File: src/rtl/noc_inject_arbiter.sv
`default_nettype none
//==============================================================================
// Module      : noc_inject_arbiter
// Description : Packet-level round-robin arbiter sharing one router injection
//               port between N_REQ local flit sources. A grant is taken on a
//               HEAD/HEADTAIL flit and held until the packet's TAIL, so packets
//               never interleave. The VC is chosen once per packet (lowest
//               enabled VC) and stamped on every flit of that packet.
// Revision    : 1.0 - initial release
//------------------------------------------------------------------------------
// Ports
//   clk_router            router clock
//   rst_router_n          asynchronous active-low reset
//   req_valid[N_REQ]      per-requester flit valid
//   req_flit[N_REQ]       per-requester flit (incoming vc_id is ignored)
//   req_ready[N_REQ]      per-requester accept (combinational)
//   router_data_in        registered flit to router, vc_id overwritten
//   router_valid_in       registered flit valid to router
//   router_is_on_off_out  per-VC on/off from router (1 = may send)
//   grant_idx             requester currently / last locked
//   busy                  packet in progress
//   pkt_cnt               completed packets (wrapping)
//   err_clr               clears the sticky error flags
//   err_orphan            sticky: BODY/TAIL seen outside a packet
//   err_nested            sticky: HEAD/HEADTAIL seen inside a packet
//   stall_err             sticky: locked packet stalled STALL_MAX cycles
//
// Flit layout (MSB..LSB): label[1:0] | vc_id[VCW-1:0] | payload[DATA_W-1:0]
//   label: 0 = BODY, 1 = HEAD, 2 = TAIL, 3 = HEADTAIL
//==============================================================================
module noc_inject_arbiter #(
  parameter  int N_REQ     = 4,
  parameter  int STALL_MAX = 1024,
  parameter  int VC_NUM    = 2,
  parameter  int DATA_W    = 32,
  localparam int IW        = (N_REQ  > 1) ? $clog2(N_REQ)  : 1,
  localparam int VCW       = (VC_NUM > 1) ? $clog2(VC_NUM) : 1,
  localparam int FLIT_W    = 2 + VCW + DATA_W
) (
  input  logic                          clk_router,
  input  logic                          rst_router_n,
  input  logic [N_REQ-1:0]              req_valid,
  input  logic [N_REQ-1:0][FLIT_W-1:0]  req_flit,
  output logic [N_REQ-1:0]              req_ready,
  output logic [FLIT_W-1:0]             router_data_in,
  output logic                          router_valid_in,
  input  logic [VC_NUM-1:0]             router_is_on_off_out,
  output logic [IW-1:0]                 grant_idx,
  output logic                          busy,
  output logic [15:0]                   pkt_cnt,
  input  logic                          err_clr,
  output logic                          err_orphan,
  output logic                          err_nested,
  output logic                          stall_err
);

  typedef struct packed {
    logic [1:0]        label;
    logic [VCW-1:0]    vc_id;
    logic [DATA_W-1:0] payload;
  } flit_t;

  localparam logic [1:0] LBL_BODY     = 2'd0;
  localparam logic [1:0] LBL_HEAD     = 2'd1;
  localparam logic [1:0] LBL_TAIL     = 2'd2;
  localparam logic [1:0] LBL_HEADTAIL = 2'd3;

  localparam logic [15:0] STALL_LIM = 16'(STALL_MAX);

  typedef enum logic [0:0] {
    ST_IDLE   = 1'b0,
    ST_LOCKED = 1'b1
  } state_t;

  function automatic logic [1:0] label_of(input logic [FLIT_W-1:0] f);
    flit_t t;
    t = flit_t'(f);
    return t.label;
  endfunction

  function automatic logic is_head(input logic [FLIT_W-1:0] f);
    return (label_of(f) == LBL_HEAD) || (label_of(f) == LBL_HEADTAIL);
  endfunction

  function automatic logic [FLIT_W-1:0] stamp_vc(input logic [FLIT_W-1:0] f,
                                                 input logic [VCW-1:0]    vc);
    flit_t t;
    t       = flit_t'(f);
    t.vc_id = vc;
    return t;
  endfunction

  function automatic logic [IW-1:0] rr_next(input logic [IW-1:0] i);
    return (int'(i) == N_REQ - 1) ? '0 : i + 1'b1;
  endfunction

  state_t              state_q,     state_d;
  logic [IW-1:0]       rr_ptr_q,    rr_ptr_d;
  logic [IW-1:0]       lock_idx_q,  lock_idx_d;
  logic [VCW-1:0]      lock_vc_q,   lock_vc_d;
  logic [15:0]         stall_cnt_q, stall_cnt_d;
  logic                out_valid_q, out_valid_d;
  logic [FLIT_W-1:0]   out_data_q,  out_data_d;
  logic [15:0]         pkt_cnt_q,   pkt_cnt_d;
  logic                orphan_q,    orphan_d;
  logic                nested_q,    nested_d;
  logic                stall_err_q, stall_err_d;

  logic [N_REQ-1:0]    ready;
  logic                grant_found;
  logic [IW-1:0]       grant_sel;
  logic [VCW-1:0]      vc_sel;
  logic                orphan_set;
  logic                nested_set;
  logic                stall_set;

  always_comb begin : p_next
    int idx;
    state_d     = state_q;
    rr_ptr_d    = rr_ptr_q;
    lock_idx_d  = lock_idx_q;
    lock_vc_d   = lock_vc_q;
    stall_cnt_d = '0;
    out_valid_d = 1'b0;
    out_data_d  = out_data_q;
    pkt_cnt_d   = pkt_cnt_q;
    ready       = '0;
    grant_found = 1'b0;
    grant_sel   = '0;
    vc_sel      = '0;
    orphan_set  = 1'b0;
    nested_set  = 1'b0;
    stall_set   = 1'b0;
    idx         = 0;

    // Lowest enabled VC wins: scan downwards so the last hit is the lowest.
    for (int v = VC_NUM - 1; v >= 0; v--) begin
      if (router_is_on_off_out[v]) vc_sel = VCW'(v);
    end

    // Round-robin search for a packet start, beginning at rr_ptr.
    for (int k = 0; k < N_REQ; k++) begin
      idx = int'(rr_ptr_q) + k;
      if (idx >= N_REQ) idx = idx - N_REQ;
      if (!grant_found && req_valid[IW'(idx)] && is_head(req_flit[IW'(idx)])) begin
        grant_found = 1'b1;
        grant_sel   = IW'(idx);
      end
    end

    if (state_q == ST_IDLE) begin
      // Stray BODY/TAIL flits are drained so they cannot block a source,
      // even while another requester is being granted this cycle.
      for (int i = 0; i < N_REQ; i++) begin
        if (req_valid[i] && !is_head(req_flit[i])) ready[i] = 1'b1;
      end
      orphan_set = |(req_valid & ready);

      if (grant_found && (|router_is_on_off_out)) begin
        ready[grant_sel] = 1'b1;
        out_valid_d      = 1'b1;
        out_data_d       = stamp_vc(req_flit[grant_sel], vc_sel);
        if (label_of(req_flit[grant_sel]) == LBL_HEADTAIL) begin
          rr_ptr_d  = rr_next(grant_sel);
          pkt_cnt_d = pkt_cnt_q + 16'd1;
        end else begin
          state_d    = ST_LOCKED;
          lock_idx_d = grant_sel;
          lock_vc_d  = vc_sel;
        end
      end
    end else begin
      // The packet stays on its VC; backpressure on that VC stalls it.
      ready[lock_idx_q] = router_is_on_off_out[lock_vc_q];
      if (req_valid[lock_idx_q] && router_is_on_off_out[lock_vc_q]) begin
        case (label_of(req_flit[lock_idx_q]))
          LBL_BODY: begin
            out_valid_d = 1'b1;
            out_data_d  = stamp_vc(req_flit[lock_idx_q], lock_vc_q);
          end
          LBL_TAIL: begin
            out_valid_d = 1'b1;
            out_data_d  = stamp_vc(req_flit[lock_idx_q], lock_vc_q);
            state_d     = ST_IDLE;
            rr_ptr_d    = rr_next(lock_idx_q);
            pkt_cnt_d   = pkt_cnt_q + 16'd1;
          end
          default: nested_set = 1'b1;
        endcase
      end else begin
        stall_cnt_d = (stall_cnt_q >= STALL_LIM) ? stall_cnt_q : stall_cnt_q + 16'd1;
        stall_set   = (stall_cnt_d >= STALL_LIM);
      end
    end

    // A new error event in the same cycle as a clear keeps the flag set.
    orphan_d    = (orphan_q    & ~err_clr) | orphan_set;
    nested_d    = (nested_q    & ~err_clr) | nested_set;
    stall_err_d = (stall_err_q & ~err_clr) | stall_set;
  end

  always_ff @(posedge clk_router or negedge rst_router_n) begin
    if (!rst_router_n) begin
      state_q     <= ST_IDLE;
      rr_ptr_q    <= '0;
      lock_idx_q  <= '0;
      lock_vc_q   <= '0;
      stall_cnt_q <= '0;
      out_valid_q <= 1'b0;
      out_data_q  <= '0;
      pkt_cnt_q   <= '0;
      orphan_q    <= 1'b0;
      nested_q    <= 1'b0;
      stall_err_q <= 1'b0;
    end else begin
      state_q     <= state_d;
      rr_ptr_q    <= rr_ptr_d;
      lock_idx_q  <= lock_idx_d;
      lock_vc_q   <= lock_vc_d;
      stall_cnt_q <= stall_cnt_d;
      out_valid_q <= out_valid_d;
      out_data_q  <= out_data_d;
      pkt_cnt_q   <= pkt_cnt_d;
      orphan_q    <= orphan_d;
      nested_q    <= nested_d;
      stall_err_q <= stall_err_d;
    end
  end

  // No source may see an accept while the block is held in reset.
  assign req_ready       = rst_router_n ? ready : '0;
  assign router_data_in  = out_data_q;
  assign router_valid_in = out_valid_q;
  assign grant_idx       = lock_idx_q;
  assign busy            = (state_q == ST_LOCKED);
  assign pkt_cnt         = pkt_cnt_q;
  assign err_orphan      = orphan_q;
  assign err_nested      = nested_q;
  assign stall_err       = stall_err_q;

endmodule
`default_nettype wire

File: config.mk
export PLATFORM = sky130hd
export DESIGN_NAME = noc_inject_arbiter
export DESIGN_NICKNAME = d
export VERILOG_FILES = /design/src/rtl/noc_inject_arbiter.sv
export SDC_FILE = /design/constraint.sdc
export NUM_CORES = 1
export LEC_CHECK = 0
export CAP_MARGIN = 20
export CORE_MARGIN = 2
export CORE_UTILIZATION = 45
export DETAILED_ROUTE_END_ITERATION = 12
export GPL_TIMING_DRIVEN = 0
export PLACE_DENSITY = 0.84
export SETUP_SLACK_MARGIN = 0.3
export SLEW_MARGIN = 0
export SYNTH_ARGS = -nofsm -noshare
export SYNTH_HDL_FRONTEND = slang
export SYNTH_SLANG_ARGS = --single-unit
File: constraint.sdc
create_clock -name clk_router -period 2.6 [get_ports clk_router]
set_clock_uncertainty 0.05 [all_clocks]
set_input_delay 0.39 -clock clk_router [delete_from_list [all_inputs] [get_ports clk_router]]
set_output_delay 0.39 -clock clk_router [all_outputs]
set_load 0.05 [all_outputs]
* After elaboration in Yosys (flattened, before gate mapping)
Cells that the tools add are included.
** Cells by class
- Reductions and logical operators :: 39
- $lt $le $gt $ge :: 15
- Add/subtract/negate cells :: 11
- Multiplexer cells :: 95
- Bitwise logic cells :: 12
- Equality and inequality tests :: 23
** Operator list (count)
- 35-bit two-way mux :: 14
- 35-bit binary-select mux with 2-bit select :: 6
- 16-bit two-way mux :: 8
- 1-bit two-way mux :: 42
- 16-bit by 1-bit adder with 16-bit output (second input constant) :: 2
- 16-bit by 11-bit greater-or-equal comparator with 1-bit output (second input constant) :: 2
- 2-bit two-way mux :: 15
- 2-bit by 1-bit equality test with 1-bit output (second input constant) :: 10
- 2-bit equality test (second input constant) :: 10
- 2-bit by 4-bit less-than comparator with 1-bit output (second input constant) :: 4
- 1-bit logical AND :: 15
- 4-bit two-way mux :: 3
- 1-bit binary-select mux with 2-bit select :: 5
- 3-bit greater-or-equal comparator (second input constant) :: 3
- 4-bit bitwise AND :: 2
- 1-bit logical OR :: 8
- 2-bit by 1-bit subtractor with 2-bit output (second input constant) :: 4
- 1-bit logical NOT :: 7
- 2-bit by 2-bit adder with 3-bit output (second input constant) :: 2
- 2-bit by 3-bit less-than comparator with 1-bit output (second input constant) :: 2
- 3-bit AND reduction :: 2
- 2-bit by 1-bit adder with 2-bit output (second input constant) :: 2
- 1-bit demux with 2-bit select :: 2
- 2-bit by 1-bit greater-or-equal comparator with 1-bit output (second input constant) :: 2
- 14 further kinds :: 23
** Word-level totals
- Output and inout bits :: 62
- Word-level logic and storage cells :: 206
- Flip-flop bits (word level) :: 77
- Input bits :: 149

* Logic depth before layout (Yosys ltp)
Gate-level depths: netlist of run 1.
- Depth after elaboration :: 29
- Mapped depth :: 10
- Depth with buffers taken out :: 8

* Worst setup path after synthesis of run 1
Ideal clock, no wire load.
- Path kind :: flip-flop to flip-flop
- Start point :: register lock_idx_q[1] (netlist: grant_idx[1])
- End point :: register pkt_cnt_q[15] (netlist: pkt_cnt[15])
- Cell stages (with the launch flop) :: 8
- Slack :: -0.075 ns
- Data arrival time :: 2.544 ns
- Data required time :: 2.468 ns
- Clock period less this slack :: 2.675 ns
- Path through :: dfrtp_1 -> buf_2 -> mux4_2 -> a311o_1 -> o21ai_1 -> and3_1 -> nor3b_1 -> xor2_1
** On the way
- Longest elaborated chain between the ends :: 5
- Elaborated cells on any way between the ends :: 9
** RTL lines
- from (decl) :: line 99 : logic [IW-1:0] lock_idx_q, lock_idx_d;
- from (signal assigned) :: line 218 : lock_idx_q <= lock_idx_d;
- 35-bit binary-select mux with 2-bit select or 1-bit binary-select mux with 2-bit select (tied branches) :: line 176, 175
- 35-bit two-way mux (implied by the code) or 1-bit two-way mux (tied branches) :: line 176, 175
- 2-bit equality test or 1-bit logical AND (tied branches) :: line 176, 175
- 2-bit by 1-bit inequality test with 1-bit output (no source line)
- 4-bit AND reduction (no source line) (*)
- to (signal assigned) :: line 223 : pkt_cnt_q <= pkt_cnt_d;
- to (decl) :: line 104 : logic [15:0] pkt_cnt_q, pkt_cnt_d;
Every way passes the cells marked *; elsewhere a longest branch is shown, timed or not. The select of a mux whose other input is x is not followed.
A chain may end at the register's enable or synchronous reset.

* Worst setup path after layout of run 1
- Start point :: register rr_ptr_q[0]
- End point :: output req_ready[1]
** On the way
- Longest elaborated chain between the ends :: 29
- Elaborated cells on any way between the ends :: 79
** RTL lines
- from (decl) :: line 98 : logic [IW-1:0] rr_ptr_q, rr_ptr_d;
- from (signal assigned) :: line 217 : rr_ptr_q <= rr_ptr_d;
- 2-bit by 3-bit greater-or-equal comparator with 1-bit output or 2-bit by 1-bit subtractor with 2-bit output (tied branches) :: line 144 : if (idx >= N_REQ) idx = idx - N_REQ;
- 2-bit two-way mux :: line 144
- 35-bit binary-select mux with 2-bit select :: line 145 : if (!grant_found && req_valid[IW'(idx)] && is_head(req_flit[IW'(idx)])) begin
- 35-bit two-way mux (implied by the code) (2 in series) :: line 145
- 2-bit by 1-bit equality test with 1-bit output or 2-bit equality test (tied branches) :: line 82 : return (label_of(f) == LBL_HEAD) || (label_of(f) == LBL_HEADTAIL);
- 1-bit logical OR :: line 82
- 1-bit logical AND :: line 145
- 1-bit two-way mux :: line 145
- [12 not listed]
- 2-bit by 3-bit less-than comparator with 1-bit output (implied by the code) or 2-bit by 1-bit greater-or-equal comparator with 1-bit output (tied branches) :: line 160 : ready[grant_sel] = 1'b1;
- 1-bit logical AND (implied by the code) :: line 160
- 1-bit two-way mux (implied by the code) :: line 160
- 1-bit demux with 2-bit select :: line 160
- 4-bit OR (no source line)
- 4-bit two-way mux (*) :: line 159 : if (grant_found && (|router_is_on_off_out)) begin
- 4-bit two-way mux (*) :: line 151 : if (state_q == ST_IDLE) begin
- 4-bit two-way mux (*) :: line 231 : assign req_ready = rst_router_n ? ready : '0;
- to (decl) :: line 44 : output logic [N_REQ-1:0] req_ready,
Marks and branches as above.

==> results of run 1 <==
## where the power goes
group / switching (mW) / total [mW] / internal [mW]
combinational: 3.94 / 6.78 / 2.84
clock: 0.506 / 1.49 / 0.983
sequential: 0.338 / 1.96 / 1.62
total: 4.78 / 10.2 / 5.45
## through the flow
step | utilization | instances
3_5_place_dp | 0.659 | 983
4_1_cts | 0.716 | 1015
3_3_place_gp | 0.657 | 982
5_1_grt | 0.734 | 1033
2_1_floorplan | - | 608
6_report | 0.734 | 1033
## worst reg2reg max path, stage by stage, from the launching register on
cell,delay (ns)
dfrtp_1,0.41
nand3b_1,0.20
and2_4,0.17
a22oi_4,0.24
inv_4,0.07
buf_4,0.15
buf_4,0.13
buf_4,0.13
a311o_2,0.37
buf_4,0.16
nand3_4,0.11
nand2_4,0.07
mux2_4,0.30
## sequential cells by signal (all words and copies together) (netlist names), 2 cells and up
register	flops
stall_cnt_q	16
pkt_cnt	16
grant_idx	2
router_data_in	35
rr_ptr_q	2
## layout make-up
| cell class | instances | area (µm²) |
|---|---|---|
| multi-input cells | 472 | 3620 |
| fillers | 857 | 3200 |
| repair buffers | 242 | 2390 |
| flip-flops and latches | 77 | 1930 |
| plain buffers | 47 | 314 |
| clock buffers | 11 | 253 |
| well taps | 168 | 210 |
| clock inverters | 4 | 95.1 |
| inverters | 12 | 50.0 |
## cell usage in the layout, fill, tap and decap left out, types with 9 or more instances in the layout
cell type,netlist,final
nor2_1,15,14
clkbuf_1,35,19
a2bb2oi_1,33,33
clkbuf_16,0,9
buf_8,0,9
clkdlybuf4s50_1,0,193
xor2_1,16,16
buf_4,1,30
dfrtp_1,77,74
a311o_1,34,33
inv_1,11,9
a21oi_1,38,34
mux4_2,34,34
and3_1,45,44
nand2_1,155,152
## per-layer routing
metal,track usage,wire length (µm),vias to the layer above
met5,0,0,-
met1,0.403,8010,3075
met3,0.0664,2110,78
li1,-,-,2760
met4,0.129,729,0
met2,0.512,10200,457
## cell families (layout without fill, tap and decap cells)
logic type      count (synthesis)  in the layout
flops                          77             77
fa+ha+maj                       8              8
simple gates                  265            265
compound gates                136            136
xor+xnor                       23             23
buf+inv                        59            316
mux                            40             40
## what timing repair did
action / in CTS / in global routing
resized for setup: 101 / 32
cloned: 0 / 1
endpoints found under the hold margin: 30 / 0
pin swaps: 14 / 17
hold buffers: 2 / 0
setup buffers: 15 / 17
endpoints found under the setup margin: 64 / 63
## how the worst max path moves through the flow
stage | start | to
6_report | rr_ptr_q[0]$_DFFE_PN0P_ | req_ready[1]
5_1_grt | rr_ptr_q[0]$_DFFE_PN0P_ | req_ready[1]
4_1_cts | rr_ptr_q[0]$_DFFE_PN0P_ | req_ready[1]
3_5_place_dp | req_flit[68] | req_ready[1]
3_3_place_gp | rst_router_n | req_ready[3]
2_1_floorplan | grant_idx[1]$_DFFE_PN0P_ | pkt_cnt[14]$_DFFE_PN0P_
==> reports/metrics.yaml, run 1 <==
cp.required_ns: 2.16
antenna_found_initial: 0
wl_um: 21100
placed_area_um2: 7950
start_util: 0.463
synth_seq_cells: 77
violations: "setup timing"
synth_top_area_share: 0.345
hp-start: "pkt_cnt[15]$_DFFE_PN0P_"
antenna_cells: 0
crit_slowest_cell: "dfrtp_1"
hold_viol_final: 0
synth.yosys.seq_area_share: 0.345
gr-total-overflow: 0
fin_ws_ns: -0.142
total_power_mw: 10.2
cp_cell_sequence: "nand3b_1, and2_4, a22oi_4, inv_4, buf_8, buf_8, ha_4, a21oi_2, o21ai_1, and2_4, buf_8"
dp.final_hpwl_um: 14900
synth_largest_area_cell: "dfrtp_1"
core_um2: 12100
cts_root_buffer: "clkbuf_16"
cp_max_fo: 3
syn_avg_cell_area_um2: 9.18
ant_nets: 0
synthMuxAreaShare: 0.148
synth-simple-area-share: 0.222
via_count: 6370
insertion_delay_ns: 0.34
reg2reg_from: "rr_ptr_q[0]$_DFFE_PN0P_"
synth-warning-count: 0
synth_top_family_by_area: "simple AND/OR/NAND/NOR gates"
cp-start-kind: "flop"
ioPinCount: 211
hold_slack_ns: 0.422
synthesis.nets: 765
cp_num_buf_inv: 4
cts.path.max_buffers: 2
final_nets: 1018
die_area_um2: 13300
p_per_area_nw_per_um2: 1160
path_class: "flop to output port"
whs_endpoint: "pkt_cnt[15]$_DFFE_PN0P_"
track_usage: 0.312
crit_family: "simple AND/OR/NAND/NOR gates"
hold_path_class: "flop to flop"
outcome: "finished, violations left"
cts_tree: "built"
dieHeight_um: 115
htree_levels: 3
cpMostUsedCell: "buf_8"
maxSlewViolCount: 0
cpPeakStageDelay_ns: 0.41
final_area_um2: 8860
crit_cells: 11
syn_area_um2: 5580
rsz0062_at_grt: "yes"
rr_worst_depth: 12
cp-end-kind: "output port"
hold_depth: 1
die_w_um: 115
timing.fmax_ghz: 0.365
synth_ff_type: "dfrtp_1"
clkSinkCount: 77
wire_per_inst_um: 20.4
fin_crit_ns: 2.74
drt-initial-drc-count: 828
grt_pass1_wl_um: 32400
portBuffers: 206
fin_crit_sh: 1.05
synth_area_leaders: "dfrtp_1, mux4_2, nand2_1"
tightest_slew_ns: 0.877
area_growth_pct: 58.7
arrival_ns: 2.30
slew_headroom: 0.415
grt_pass1_vias: 6378
reg2reg_to: "pkt_cnt[1]$_DFFE_PN0P_"
cap_violations: 0
dp_slack_ns: -1.47
synth.most_common_cell: "nand2_1"
first_pass_iters: 5
synthAdderAreaFrac: 0.0179
synth_cells: 608
total_leakage_power_nw: 3.76
setup_viol: 41
ir_drop_v: 0.000616
drc: 0
gp_congestion: 0.959
path_clk_slew_ns: 0.06
grt_max_degree: 52
r2r_slack_ns: -0.07
synth_compound_area_frac: 0.189
synthTopCellsByCount: "nand2_1, dfrtp_1, and3_1"
synth-edff-count: 0
synth_cell_type_count: 48
viasPerCell: 6.17
drive_gt1_frac: 0.190
cts_buffers: 9
rows: 40
async_reset_ff_frac: 1.00
synth_xor_area_frac: 0.0361
fin_setup_tns_ns: -1.33
No activity file was read; power rests on OpenSTA's default activity.
==> inputs of run 2 (changes only) <==
--- a/config.mk
+++ b/config.mk
@@ -9,6 +9,7 @@
 export CORE_MARGIN = 2
 export CORE_UTILIZATION = 45
 export DETAILED_ROUTE_END_ITERATION = 12
+export GPL_ROUTABILITY_DRIVEN = 0
 export GPL_TIMING_DRIVEN = 0
 export PLACE_DENSITY = 0.84
 export SETUP_SLACK_MARGIN = 0.3
@@ -16,3 +17,4 @@
 export SYNTH_ARGS = -nofsm -noshare
 export SYNTH_HDL_FRONTEND = slang
 export SYNTH_SLANG_ARGS = --single-unit
+export TNS_END_PERCENT = 100
==> constraint.sdc (replaced) <==
create_clock -name clk_router -period 2.6 [get_ports clk_router]
set_clock_uncertainty 0.05 [all_clocks]
set_input_delay 0.52 -clock clk_router [delete_from_list [all_inputs] [get_ports clk_router]]
set_output_delay 0.52 -clock clk_router [all_outputs]
set_load 0.05 [all_outputs]
==> run 2 against run 1 <==
Compared with the run above: the run still ends with setup timing left; critical path depth fell by 1; global-route usage is 1.5 points higher; worst hold slack lost 0.34 ns; sequential cell count did not move; wire length increased by 11%; critical path type unchanged; critical endpoint unchanged; largest cell class unchanged.
==> reports/metrics.yaml, run 2 (synthesis results as in run 1) <==
p_seq_frac: 0.185  # was 0.192
dp_slack_ns: -1.74  # was -1.47 ns
grt.busiest_layer: "met2"  # unchanged
final_nets: 1026  # was 1018
grt_pass1_vias: 6713  # was 6378
ant_nets: 0  # unchanged
hold_viol_final: 0  # unchanged
grt_pass1_wl_um: 34100  # was 32400 µm
finalNonFillerCells: 1041  # was 1033
largest_register_ffs: 35  # unchanged
start_util: 0.463  # unchanged
tightest_slew_ns: 0.671  # was 0.877 ns
grt_max_degree: 48  # was 52
cts_tree: "built"  # unchanged
placed_area_um2: 8020  # was 7950 µm²
cp_cell_sequence: "nand3b_1, buf_4, a31oi_4, clkinvlp_4, clkbuf_16, ha_4, a21oi_4, o21ai_2, and2_4, buf_8"  # was nand3b_1, and2_4, a22oi_4, inv_4, buf_8, buf_8, ha_4, a21oi_2, o21ai_1, and2_4, buf_8
total_power_mw: 10.8  # was 10.2 mW
cpPeakStageDelay_ns: 0.43  # was 0.41 ns
drc: 0  # unchanged
violations: "setup timing"  # unchanged
clkSinkCount: 77  # unchanged
drive_gt1_frac: 0.252  # was 0.190
htree_levels: 3  # unchanged
fin_crit_sh: 1.18  # was 1.05
critPathLaunch: "rr_ptr_q[0]$_DFFE_PN0P_"  # unchanged
ioPinCount: 211  # unchanged
total_leakage_power_nw: 3.89  # was 3.76 nW
final_common_cell: "clkdlybuf4s50_1"  # unchanged
maxSlewViolCount: 0  # unchanged
via_count: 6705  # was 6370
antenna_found_initial: 0  # unchanged
wire_per_inst_um: 22.5  # was 20.4 µm
cellInternalPower_mw: 5.62  # was 5.45 mW
fin_ws_ns: -0.467  # was -0.142 ns
path_clk_slew_ns: 0.06  # about the same
fin_crit_ns: 3.07  # was 2.74 ns
use_met1: 0.397  # was 0.403
cp_num_buf_inv: 4  # unchanged
track_usage: 0.328  # was 0.312
met3_usage: 0.0722  # was 0.0664
grtUsageMet2: 0.559  # was 0.512
cts_buffers: 9  # unchanged
p_per_area_nw_per_um2: 1180  # was 1160 nW/µm²
die_w_um: 115  # unchanged
timing.fmax_ghz: 0.326  # was 0.365 GHz
combPwrFrac: 0.694  # was 0.663
power.share.clock: 0.121  # was 0.146
die_area_um2: 13300  # unchanged
final_area_um2: 9160  # was 8860 µm²
cp-end-kind: "output port"  # unchanged
hold_path_class: "primary input to asynchronous set/reset pin"  # was flop to flop
cts.path.max_buffers: 2  # unchanged
antenna_cells: 0  # unchanged
setup_viol: 26  # was 41
hold_slack_ns: 0.0859  # was 0.422 ns
cp-start-kind: "flop"  # unchanged
portBuffers: 206  # unchanged
mostFrequentLayoutCells: "clkdlybuf4s50_1, nand2_1, dfrtp_1"  # unchanged
crit_slowest_cell: "dfrtp_1"  # unchanged
first_pass_iters: 8  # was 5
power.switching_mw: 5.16  # was 4.78 mW
dieHeight_um: 115  # unchanged
dp.final_hpwl_um: 15000  # was 14900 µm
slew_headroom: 0.553  # was 0.415
rows: 40  # unchanged
area_growth_pct: 64.0  # was 58.7%
path_class: "flop to output port"  # unchanged
cap_violations: 0  # unchanged
reg2reg_from: "rr_ptr_q[0]$_DFFE_PN0P_"  # unchanged
cp.required_ns: 2.03  # was 2.16 ns
drt-initial-drc-count: 784  # was 828
insertion_delay_ns: 0.34  # about the same
outcome: "finished, violations left"  # unchanged
wl_um: 23400  # was 21100 µm
core_um2: 12100  # unchanged
rsz0062_at_grt: "yes"  # unchanged
dp_cells: 983  # unchanged
arrival_ns: 2.50  # was 2.30 ns
viasPerCell: 6.44  # was 6.17
cp_max_fo: 4  # was 3
swShare: 0.479  # was 0.467
ir_drop_v: 0.000664  # was 0.000616 V
gr-total-overflow: 0  # unchanged
crit_family: "buffers and inverters"  # was simple AND/OR/NAND/NOR gates
cts_root_buffer: "clkbuf_16"  # unchanged
## run 2: changes by cell type in the layout (fill, tap and decap cells not counted), sizes merged
| cell | delta |
|---|---|
| buf | +18 |
| clkinv | +1 |
| dlygate4sd2 | -4 |
| clkinvlp | +2 |
| dlygate4sd3 | -1 |
| clkbuf | -4 |
| clkdlybuf4s15 | -2 |
| bufinv | -2 |
## run 2: layout make-up
cell class | count | area, µm²
Fill cell | 758 | 2900
Tap cell | 168 | 210
Timing Repair Buffer | 250 | 2470
Buffer | 47 | 384
Inverter | 12 | 48.8
Clock buffer | 10 | 239
Clock inverter | 5 | 60.1
Multi-Input combinational cell | 472 | 3820
Sequential cell | 77 | 1930
## run 2: final timing paths
path                                            end  slack [ns]  depth (start not counted)
min reg2reg                 pkt_cnt[15]$_DFFE_PN0P_        0.43                          1
min                             stall_err$_DFF_PN0_        0.09                          1
max reg2reg                  pkt_cnt[9]$_DFFE_PN0P_       -0.21                         11
max                                    req_ready[1]       -0.47                         10
min in group clk_router     pkt_cnt[15]$_DFFE_PN0P_        0.43                          1
max in group asynchronous  grant_idx[0]$_DFFE_PN0P_        1.79                          2
## run 2: repair_timing
item,CTS,global route
hold buffers,0,0
pin swaps,17,37
resized for setup,131,111
hold endpoints to repair,0,0
gates cloned,0,1
endpoints found under the setup margin,66,67
setup buffers,22,20
## run 2: metal layers
| metal | vias to the layer above | wire [µm] |
|---|---|---|
| li1 | 2775 | - |
| met1 | 3239 | 8320 |
| met2 | 594 | 11400 |
| met3 | 97 | 2690 |
| met4 | 0 | 992 |
| met5 | - | 0 |
## run 2: power by group through the flow
stage               sequential, mW  clock [mW]  combinational (mW)
detailed placement            1.94           0                6.21
global placement              1.94           0                6.06
floorplan                     3.12           0                3.03
finish                        1.99        1.31                7.48
CTS                           1.94        1.29                6.66
global route                  2.02        1.34                7.82
## run 2: metrics by stage
stage / utilization / TNS (ns)
3_3_place_gp: 0.662 / -189.64
3_5_place_dp: 0.665 / -38.56
4_1_cts: 0.724 / -0.935
2_1_floorplan: - / 0
5_1_grt: 0.759 / -5.10
6_report: 0.759 / -5.04
